**src/rtl/dsp48a1_pkg.sv**
```systemverilog
// Shared widths and post-adder mux select codes for the DSP48A1 slice model.
package dsp48a1_pkg;

  localparam int A_W = 18;
  localparam int P_W = 48;
  localparam int M_W = 36;
  localparam int R_W = P_W + 1;

  localparam logic [1:0] X_ZERO = 2'b00;
  localparam logic [1:0] X_M    = 2'b01;
  localparam logic [1:0] X_P    = 2'b10;
  localparam logic [1:0] X_DAB  = 2'b11;

  localparam logic [1:0] Z_ZERO = 2'b00;
  localparam logic [1:0] Z_PCIN = 2'b01;
  localparam logic [1:0] Z_P    = 2'b10;
  localparam logic [1:0] Z_C    = 2'b11;

endpackage

```
**src/rtl/dsp48a1_pipe_reg.sv**
```systemverilog
// Optional pipeline stage: a register with async clear, sync reset and clock
// enable when EN is nonzero, otherwise a plain wire.
module dsp48a1_pipe_reg #(
  parameter int W  = 18,
  parameter int EN = 1
) (
  input  logic         clk,
  input  logic         rst_n,
  input  logic         rst,
  input  logic         ce,
  input  logic [W-1:0] d,
  output logic [W-1:0] q
);

  generate
    if (EN != 0) begin : g_reg
      always_ff @(posedge clk or negedge rst_n) begin
        if (!rst_n)   q <= '0;
        else if (rst) q <= '0;
        else if (ce)  q <= d;
      end
    end else begin : g_pass
      logic unused_ctl;
      assign unused_ctl = ^{clk, rst_n, rst, ce};
      assign q = d;
    end
  endgenerate

endmodule

```
**src/rtl/dsp48a1_slice.sv**
```systemverilog
// Spartan-6 style DSP48A1 slice: pre-adder, 18x18 signed multiply, 48-bit
// post-adder. Define DSP48A1_CASCADE_EN to add the PCIN/PCOUT/BCOUT cascade ports.
module dsp48a1_slice
  import dsp48a1_pkg::*;
#(
  parameter int A0REG              = 0,
  parameter int A1REG              = 1,
  parameter int B0REG              = 0,
  parameter int B1REG              = 1,
  parameter int CREG               = 1,
  parameter int DREG               = 1,
  parameter int MREG               = 1,
  parameter int PREG               = 1,
  parameter int OPMODEREG          = 1,
  parameter int CARRYINREG         = 1,
  parameter int CARRYOUTREG        = 1,
  parameter int CARRYINSEL_OPMODE5 = 1
) (
  input  logic           clk,
  input  logic           rst_n,
  input  logic [A_W-1:0] A,
  input  logic [A_W-1:0] B,
  input  logic [A_W-1:0] D,
  input  logic [P_W-1:0] C,
  input  logic           CARRYIN,
  input  logic [7:0]     OPMODE,
  input  logic           CEA,
  input  logic           CEB,
  input  logic           CEC,
  input  logic           CED,
  input  logic           CEM,
  input  logic           CEP,
  input  logic           CEOPMODE,
  input  logic           CECARRYIN,
  input  logic           RSTA,
  input  logic           RSTB,
  input  logic           RSTC,
  input  logic           RSTD,
  input  logic           RSTM,
  input  logic           RSTP,
  input  logic           RSTOPMODE,
  input  logic           RSTCARRYIN,
  output logic [M_W-1:0] M,
  output logic [P_W-1:0] P,
  output logic           CARRYOUT,
  output logic           CARRYOUTF
`ifdef DSP48A1_CASCADE_EN
  ,
  input  logic [P_W-1:0] PCIN,
  output logic [P_W-1:0] PCOUT,
  output logic [A_W-1:0] BCOUT
`endif
);

  logic [7:0]     op;
  logic [A_W-1:0] a0, a1, b0, b1, b_pre, d_r;
  logic [P_W-1:0] c_r, x, z, p_fb;
  logic [M_W-1:0] m_prod;
  logic           cin_src, cin;
  logic [R_W-1:0] r, xc;

  dsp48a1_pipe_reg #(.W(8), .EN(OPMODEREG)) u_opmode (
    .clk, .rst_n, .rst(RSTOPMODE), .ce(CEOPMODE), .d(OPMODE), .q(op));

  dsp48a1_pipe_reg #(.W(A_W), .EN(A0REG)) u_a0 (
    .clk, .rst_n, .rst(RSTA), .ce(CEA), .d(A), .q(a0));
  dsp48a1_pipe_reg #(.W(A_W), .EN(A1REG)) u_a1 (
    .clk, .rst_n, .rst(RSTA), .ce(CEA), .d(a0), .q(a1));

  dsp48a1_pipe_reg #(.W(A_W), .EN(DREG)) u_d (
    .clk, .rst_n, .rst(RSTD), .ce(CED), .d(D), .q(d_r));
  dsp48a1_pipe_reg #(.W(P_W), .EN(CREG)) u_c (
    .clk, .rst_n, .rst(RSTC), .ce(CEC), .d(C), .q(c_r));

  dsp48a1_pipe_reg #(.W(A_W), .EN(B0REG)) u_b0 (
    .clk, .rst_n, .rst(RSTB), .ce(CEB), .d(B), .q(b0));

  // 18-bit wrap-around pre-adder
  always_comb begin
    b_pre = b0;
    if (op[4]) b_pre = op[6] ? (d_r - b0) : (d_r + b0);
  end

  dsp48a1_pipe_reg #(.W(A_W), .EN(B1REG)) u_b1 (
    .clk, .rst_n, .rst(RSTB), .ce(CEB), .d(b_pre), .q(b1));

  assign m_prod = $signed(a1) * $signed(b1);

  dsp48a1_pipe_reg #(.W(M_W), .EN(MREG)) u_m (
    .clk, .rst_n, .rst(RSTM), .ce(CEM), .d(m_prod), .q(M));

  assign cin_src = (CARRYINSEL_OPMODE5 != 0) ? op[5] : CARRYIN;

  dsp48a1_pipe_reg #(.W(1), .EN(CARRYINREG)) u_cin (
    .clk, .rst_n, .rst(RSTCARRYIN), .ce(CECARRYIN), .d(cin_src), .q(cin));

  // Feedback only ever comes from the P register; without it, P selects read 0.
  generate
    if (PREG != 0) begin : g_pfb
      assign p_fb = P;
    end else begin : g_pfb_none
      assign p_fb = '0;
    end
  endgenerate

  always_comb begin
    x = '0;
    case (op[1:0])
      X_M:     x = {{(P_W-M_W){M[M_W-1]}}, M};
      X_P:     x = p_fb;
      X_DAB:   x = {d_r[11:0], a1, b1};
      default: x = '0;
    endcase
    z = '0;
    case (op[3:2])
`ifdef DSP48A1_CASCADE_EN
      Z_PCIN:  z = PCIN;
`endif
      Z_P:     z = p_fb;
      Z_C:     z = c_r;
      default: z = '0;
    endcase
  end

  assign xc = {1'b0, x} + {{P_W{1'b0}}, cin};
  assign r  = op[7] ? ({1'b0, z} - xc) : ({1'b0, z} + xc);

  dsp48a1_pipe_reg #(.W(P_W), .EN(PREG)) u_p (
    .clk, .rst_n, .rst(RSTP), .ce(CEP), .d(r[P_W-1:0]), .q(P));

  // Carry-out register shares the carry-in enable/reset, as on the silicon slice.
  dsp48a1_pipe_reg #(.W(1), .EN(CARRYOUTREG)) u_co (
    .clk, .rst_n, .rst(RSTCARRYIN), .ce(CECARRYIN), .d(r[P_W]), .q(CARRYOUT));

  assign CARRYOUTF = CARRYOUT;

`ifdef DSP48A1_CASCADE_EN
  assign PCOUT = P;
  assign BCOUT = b1;
`endif

endmodule

```
**config.mk**
```make
export PLATFORM = sky130hd
export DESIGN_NAME = dsp48a1_slice
export DESIGN_NICKNAME = d
export VERILOG_FILES = /design/src/rtl/dsp48a1_pkg.sv /design/src/rtl/dsp48a1_pipe_reg.sv /design/src/rtl/dsp48a1_slice.sv
export SDC_FILE = /design/constraint.sdc
export NUM_CORES = 2
export LEC_CHECK = 0
export ABC_CLOCK_PERIOD_IN_PS = 10500
export CORE_UTILIZATION = 47
export DETAILED_ROUTE_END_ITERATION = 8
export PLACE_DENSITY = 0.64
export SLEW_MARGIN = 25
export SYNTH_ARGS = -nofsm -noshare
export SYNTH_HDL_FRONTEND = slang
export SYNTH_SLANG_ARGS = --single-unit
```
**constraint.sdc**
```tcl
create_clock -name clk -period 10.5 [get_ports clk]
set_clock_uncertainty 0.1 [all_clocks]
set_input_delay 1.05 -clock clk [delete_from_list [all_inputs] [get_ports clk]]
set_output_delay 1.05 -clock clk [all_outputs]
set_load 0.01 [all_outputs]
```
## After elaboration in Yosys (flattened, before gate mapping)

Index checks and enable logic that the tools add are counted.

- Output and inout port bits: 86
- Bits in read-only memories: 0
- Word-level logic and storage cells: 51
- Register bits after elaboration: 196
- Memory bits (writable): 0
- Latch bits: 0
- Memories: 0
- Input port bits: 129

- Shift operators: 0
- Add/sub/neg operators: 5
- Eq/ne operators: 5
- Bitwise gates (word level): 0
- Multiplexer cells: 23
- Multiply operators: 1
- Div/mod/pow operators: 0
- Order comparisons: 0
- Reduce and logical (&&, ||, !) cells: 8

Operators by type and width:

| cell | number |
|---|---|
| 2-to-1 mux 48 bit | 4 |
| 2-to-1 mux 18 bit | 8 |
| case mux 48 bit (3 select lines) | 1 |
| case mux 48 bit (2 select lines) | 1 |
| 2-to-1 mux 36 bit | 2 |
| adder 48 x 1 -> 49 bit | 1 |
| adder 48 x 49 -> 49 bit | 1 |
| 2-to-1 mux 49 bit | 1 |
| subtractor 48 x 49 -> 49 bit | 1 |
| multiplier 18 x 18 -> 36 bit | 1 |
| adder 18 bit | 1 |
| subtractor 18 bit | 1 |
| 2-to-1 mux 8 bit | 2 |
| nonzero test 2 bit | 8 |
| == test 2 bit (second input constant) | 4 |
| 2-to-1 mux 1 bit | 4 |
| == test 2 x 1 -> 1 bit (second input constant) | 1 |

## Longest topological paths before layout

- Word-level depth: 7
- Depth in mapped cells: 38

## Cells and area by module

Synthesis repeated with hierarchy kept, for this count alone.

- Cell total of the unflattened synthesis: 3231
- Area total of the unflattened synthesis: 28771.3 µm²

Modules (own cells, without submodules):

| module | times used | sequential area each (µm²) | cells an instance | area each (µm²) |
|---|---|---|---|---|
| dsp48a1_slice | 1 | 0.0 | 2563 | 20454.6 |
| dsp48a1_pipe_reg at u_c ... | 2 | 1201.2 | 155 | 1969.4 |
| dsp48a1_pipe_reg at u_a1 ... | 3 | 450.4 | 58 | 739.5 |
| dsp48a1_pipe_reg at u_m | 1 | 900.9 | 116 | 1486.4 |
| dsp48a1_pipe_reg at u_opmode | 1 | 200.2 | 26 | 325.3 |
| dsp48a1_pipe_reg at u_a0 ... | 2 | 0.0 | 18 | 135.1 |
| dsp48a1_pipe_reg at u_cin ... | 2 | 25.0 | 3 | 38.8 |

## Worst setup path after synthesis

No wires, ideal clock.

- Path type: reg2reg
- From: register u_opmode.q[0]
- To: register u_co.q
- Clock period less this slack: 7.529 ns
- Data required time: 10.281 ns
- Arrival time: 7.311 ns
- Setup time: 0.119 ns
- Path slack: 2.971 ns
- Cell stages (with the launch flop): 38
- Cell sequence: dfrtp_1 buf_2 nor2b_4 buf_6 buf_2 buf_4 clkbuf_1 clkbuf_1 nand2_1 o21ai_0 ha_1 ha_1 and2_1 a32oi_1 or4_1 clkbuf_1 nor2_1 o211ai_1 [2 not listed] and2_1 clkbuf_1 a21oi_1 xor2_1 ha_1 clkbuf_1 and4_1 a221oi_1 o21ai_0 o211ai_1 a2bb2oi_1 o21ai_0 a211o_1 o311ai_0 o21bai_1 o221ai_1 xnor2_1 o21a_1

- Longest elaborated chain between the ends: 7
- Elaborated cells on any way between the ends: 10

RTL lines:

| element | line | source |
|---|---|---|
| from (decl) | dsp48a1_pipe_reg.sv:12 | `output logic [W-1:0] q` |
| from (signal assigned) | dsp48a1_pipe_reg.sv:18 | `if (!rst_n) q <= '0;` |
| from (signal assigned) | dsp48a1_pipe_reg.sv:19 | `else if (rst) q <= '0;` |
| from (signal assigned) | dsp48a1_pipe_reg.sv:20 | `else if (ce) q <= d;` |
| == test 2 bit / == test 2 x 1 -> 1 bit (equally long branches) | dsp48a1_slice.sv:108 | `case (op[1:0])` |
| case mux 48 bit (3 select lines) (*) | dsp48a1_slice.sv:108 |  |
| adder 48 x 1 -> 49 bit (*) | dsp48a1_slice.sv:125 | `assign xc = {1'b0, x} + {{P_W{1'b0}}, cin};` |
| adder 48 x 49 -> 49 bit / subtractor 48 x 49 -> 49 bit (equally long branches) | dsp48a1_slice.sv:126 | `assign r = op[7] ? ({1'b0, z} - xc) : ({1'b0, z} + xc);` |
| 2-to-1 mux 49 bit (*) | dsp48a1_slice.sv:126 |  |
| 2-to-1 mux 1 bit (*) | dsp48a1_pipe_reg.sv:20 |  |
| 2-to-1 mux 1 bit (*) | dsp48a1_pipe_reg.sv:19 |  |
| to (signal assigned) | dsp48a1_pipe_reg.sv:18 |  |
| to (signal assigned) | dsp48a1_pipe_reg.sv:19 |  |
| to (signal assigned) | dsp48a1_pipe_reg.sv:20 |  |
| to (decl) | dsp48a1_pipe_reg.sv:12 |  |

Every way passes the cells marked *; elsewhere a longest branch is shown, timed or not. The select of a mux whose other input is x is not followed.
A chain may end at the register's enable or synchronous reset.

## Worst setup path in the final report

- From: register u_opmode.q[1]
- To: register u_co.q

Same word-level chain as after synthesis.

==> impl_metrics.prom <==
# TYPE chip_impl_metric gauge
chip_impl_info{name="outcome",value="completed"} 1
chip_impl_metric{name="crit_arrival",unit="ps"} 9290
chip_impl_metric{name="post_cts_resized",unit=""} 0
chip_impl_metric{name="use_met1",unit="%"} 38.74
chip_impl_metric{name="grt.met3_usage",unit="%"} 3.747
chip_impl_metric{name="mappedNetlistArea",unit="mm²"} 0.02802
chip_impl_metric{name="die_x",unit="µm"} 246.2
chip_impl_metric{name="timing.final.hold_violations",unit=""} 0
chip_impl_metric{name="synth_fp_nets",unit=""} 3785
chip_impl_metric{name="multi_input_area",unit="mm²"} 0.02104
chip_impl_info{name="clock_tree.root_cell",value="clkbuf_16"} 1
chip_impl_metric{name="synth_edf_count",unit=""} 0
chip_impl_metric{name="timing.final.max_slew_violations",unit=""} 0
chip_impl_metric{name="yosysWarnings",unit=""} 0
chip_impl_metric{name="areal_power_density_over_the_cells",unit="mW/mm²"} 149.3
chip_impl_metric{name="ys_ff_latch",unit=""} 196
chip_impl_metric{name="synth_cell_types",unit=""} 80
chip_impl_metric{name="die-height",unit="µm"} 246.2
chip_impl_metric{name="detail_route.vias_per_cell",unit=""} 5.714
chip_impl_metric{name="regToRegSetupSlack",unit="ps"} 1500
chip_impl_metric{name="vias",unit=""} 23030
chip_impl_metric{name="drt_pre_antenna_iters",unit=""} 8
chip_impl_metric{name="antenna_left",unit=""} 0
chip_impl_metric{name="period_needed",unit="ps"} 9003
chip_impl_metric{name="port-buffer-count",unit=""} 213
chip_impl_info{name="startpoint",value="u_opmode.q[1]$_DFFE_PN0P_"} 1
chip_impl_metric{name="clockBufferDepth",unit=""} 2
chip_impl_info{name="worst_setup_path_endpoint",value="u_co.q$_DFFE_PN0P_"} 1
chip_impl_metric{name="cts_htree_levels",unit=""} 4
chip_impl_info{name="gr-max-usage-layer",value="met2"} 1
chip_impl_metric{name="first_pass_grt_wire_length",unit="µm"} 130900
chip_impl_metric{name="detailed_place_hpwl",unit="µm"} 64480
chip_impl_metric{name="grt_use_total",unit="%"} 27.94
chip_impl_metric{name="globalRouteOverflowTotal",unit=""} 0
chip_impl_metric{name="utilization",unit="%"} 53.02
chip_impl_metric{name="clk_pin_slew",unit="ps"} 90
chip_impl_metric{name="syn-instance-count",unit=""} 3162
chip_impl_metric{name="floorplan.initialDensity",unit="%"} 47.56
chip_impl_metric{name="cts-hold-fix-buffers",unit=""} 0
chip_impl_info{name="tritoncts",value="done"} 1
chip_impl_info{name="rsz0062_at_grt",value="false"} 1
chip_impl_metric{name="worst-r2r-cell-count",unit=""} 23
chip_impl_info{name="critPathKind",value="flop to flop"} 1
chip_impl_info{name="worst_setup_path_end_kind",value="flop"} 1
chip_impl_metric{name="largest_net_degree_at_the_start_of_global_routing",unit=""} 98
chip_impl_metric{name="max-slew-margin-rel",unit="%"} 31.68
chip_impl_metric{name="max_frequency",unit="MHz"} 111.1
chip_impl_metric{name="wl_per_cell",unit="µm"} 20.24
chip_impl_metric{name="number_of_antenna_violations_at_the_first_check_in_global_routing",unit=""} 3
chip_impl_metric{name="worst-endpoint-required",unit="ps"} 10790
chip_impl_metric{name="rows",unit=""} 89
chip_impl_metric{name="leakage",unit="nW"} 14.06
chip_impl_metric{name="post_syn_area_per_cell",unit="µm²"} 8.860
chip_impl_metric{name="timing.max_cap.violations",unit=""} 0
chip_impl_metric{name="period_share",unit="%"} 85.75
chip_impl_metric{name="area.sequential",unit="mm²"} 0.004908
chip_impl_metric{name="timing_worst_slew_pin_value",unit="ps"} 1016
chip_impl_metric{name="num_antenna_cells",unit=""} 0
chip_impl_metric{name="first_global_vias",unit=""} 23410
chip_impl_metric{name="crit_path_max_fanout",unit=""} 31
chip_impl_metric{name="sinks_on_the_clock_net",unit=""} 196
chip_impl_info{name="reg2reg_to",value="u_co.q$_DFFE_PN0P_"} 1
chip_impl_metric{name="fin_setup_tns",unit="ps"} 0
chip_impl_metric{name="drt-total-wl",unit="µm"} 81550
chip_impl_info{name="setup.worst_path.start_class",value="flop"} 1
chip_impl_metric{name="iter_0_drt_violations",unit=""} 1515
chip_impl_info{name="hp-class",value="flop to flop"} 1
chip_impl_metric{name="ir_worst_vdd",unit="mV"} 0.1423
chip_impl_info{name="synth_top_flop_cell",value="dfrtp_1"} 1
chip_impl_metric{name="share_of_layout_cells_above_drive_strength_1",unit="%"} 4.360
chip_impl_metric{name="num_io_pins",unit=""} 215
chip_impl_metric{name="design.final.nets",unit=""} 3867
chip_impl_metric{name="placeableCoreArea",unit="mm²"} 0.05891
chip_impl_info{name="timing.rr.start",value="u_opmode.q[1]$_DFFE_PN0P_"} 1
chip_impl_metric{name="synth-seq-area-share",unit="%"} 17.51
chip_impl_metric{name="remaining_drc_errors",unit=""} 0
chip_impl_metric{name="area.growth.synth_to_final",unit="%"} 11.49
chip_impl_metric{name="worst_skew_pair.late_latency",unit="ps"} 490
chip_impl_metric{name="post-cts-setup-buffer-count",unit=""} 0
chip_impl_metric{name="num-fill-cells",unit=""} 5457
chip_impl_metric{name="grt.met2_usage",unit="%"} 45.13
chip_impl_metric{name="setup_violations",unit=""} 0
chip_impl_metric{name="async_s_r_ff_share_synth",unit="%"} 100.0
chip_impl_metric{name="fp.dieArea",unit="mm²"} 0.06059
chip_impl_metric{name="final_gp_congestion",unit=""} 0.9434
chip_impl_metric{name="cts_inserted_buffers",unit=""} 17
[area by class of cell]
type | instances | share of cell area, %
Multi-Input combinational cell | 2428 | 67.36
Sequential cell | 196 | 15.71
Timing Repair Buffer | 244 | 7.487
Inverter | 357 | 4.290
Tap cell | 773 | 3.096
Clock buffer | 19 | 1.450
Clock inverter | 13 | 0.5969
[cells in the final DEF (no fill, tap or decap), types with 70 or more instances in the layout]
cell type	instances
a21oi_1	108
and2_1	131
clkdlybuf4s50_1	206
dfrtp_1	193
fa_1	331
ha_1	163
inv_1	356
mux2i_1	214
nand2_1	282
nor2_1	310
xnor2_1	119
xor2_1	70
[cells by family (layout without fill, tap and decap cells)]
family	count (synthesis)	in the layout	synth area share (%)
and+or+nand+nor	1061	1061	18.67
buffers and inverters	538	633	7.391
adders and majority gates	494	494	30.93
AOI/OAI and AO/OA	427	427	10.20
muxes	256	256	9.334
DFF	196	196	17.51
xor gates and xnor gates	190	190	5.966
[state kept, by name, indices dropped and copies added (netlist names)]
| signal | cells |
|---|---|
| u_a1.q | 18 |
| u_b1.q | 18 |
| u_c.q | 48 |
| u_cin.q | 1 |
| u_co.q | 1 |
| u_d.q | 18 |
| u_m.q | 36 |
| u_opmode.q | 8 |
| u_p.q | 48 |
[metal layers]
layer	part of all wire [%]	routed length (µm)
met1	45	37060
met2	47	38030
met3	5.1	4156
met4	2.8	2314
met5	0	0
[where the power goes]
part	leakage, nW	internal, mW	switching [mW]
logic	11.1	1.24	1.54
registers	2.60	0.875	0.256
clock network	0.316	0.396	0.355
total	14.1	2.51	2.16
[cell usage after synthesis (57+ instances only)]
master    number  area share [%]
fa_1         331              24
mux2i_1      214             7.6
clkbuf_1     140             1.9
nand2_1      282             3.8
a21oi_1      108             1.9
xor2_1        70             2.2
o21ai_0       59             1.1
xnor2_1      119             3.7
nor2b_1       64             1.4
dfrtp_1      196              18
nor3_1        57             1.0
nor2_1       310             4.2
inv_1        356             4.8
ha_1         163             7.3
and2_1       131             2.9
[worst max-delay path, cell delays in order, from the launching register on]
cell,delay [ps]
dfrtp_2,840
nor2b_4,680
buf_4,430
a22oi_1,230
nor3_1,480
nand3_1,690
o31ai_1,850
and3_1,320
and2_1,320
a21oi_1,130
xor2_1,170
ha_1,440
and4_1,250
a221oi_1,240
o21ai_0,230
o211ai_1,300
a2bb2oi_1,180
o21ai_0,220
a211o_1,360
o311ai_1,660
o21bai_1,230
o221ai_1,240
xnor2_1,90
o21a_1,170
[stage by stage]
step / setup WS, ps / total power [mW] / instances / hold WS [ps] / instance area, µm²
3_3_place_gp: 1696 / 3.858 / 3998 / 406.0 / 30600
2_1_floorplan: 2971 / 3.000 / 3162 / 380.4 / 28020
5_1_grt: 942.4 / 5.043 / 4030 / 441.0 / 31240
6_report: 1497 / 4.662 / 4030 / 425.1 / 31240
3_5_place_dp: 1475 / 3.902 / 3998 / 413.1 / 30600
4_1_cts: 1422 / 4.679 / 4030 / 432.0 / 31240
[worst min-delay path by stage]
stage | start | to | cells past startpoint
2_1_floorplan | u_c.q[0]$_DFFE_PN0P_ | u_c.q[0]$_DFFE_PN0P_ | 2
4_1_cts | u_opmode.q[5]$_DFFE_PN0P_ | u_opmode.q[5]$_DFFE_PN0P_ | 2
3_3_place_gp | u_opmode.q[5]$_DFFE_PN0P_ | u_opmode.q[5]$_DFFE_PN0P_ | 2
6_report | u_opmode.q[5]$_DFFE_PN0P_ | u_opmode.q[5]$_DFFE_PN0P_ | 2
3_5_place_dp | u_c.q[28]$_DFFE_PN0P_ | u_c.q[28]$_DFFE_PN0P_ | 2
5_1_grt | u_c.q[19]$_DFFE_PN0P_ | u_c.q[19]$_DFFE_PN0P_ | 2
No activity file was read; power rests on OpenSTA's default activity.
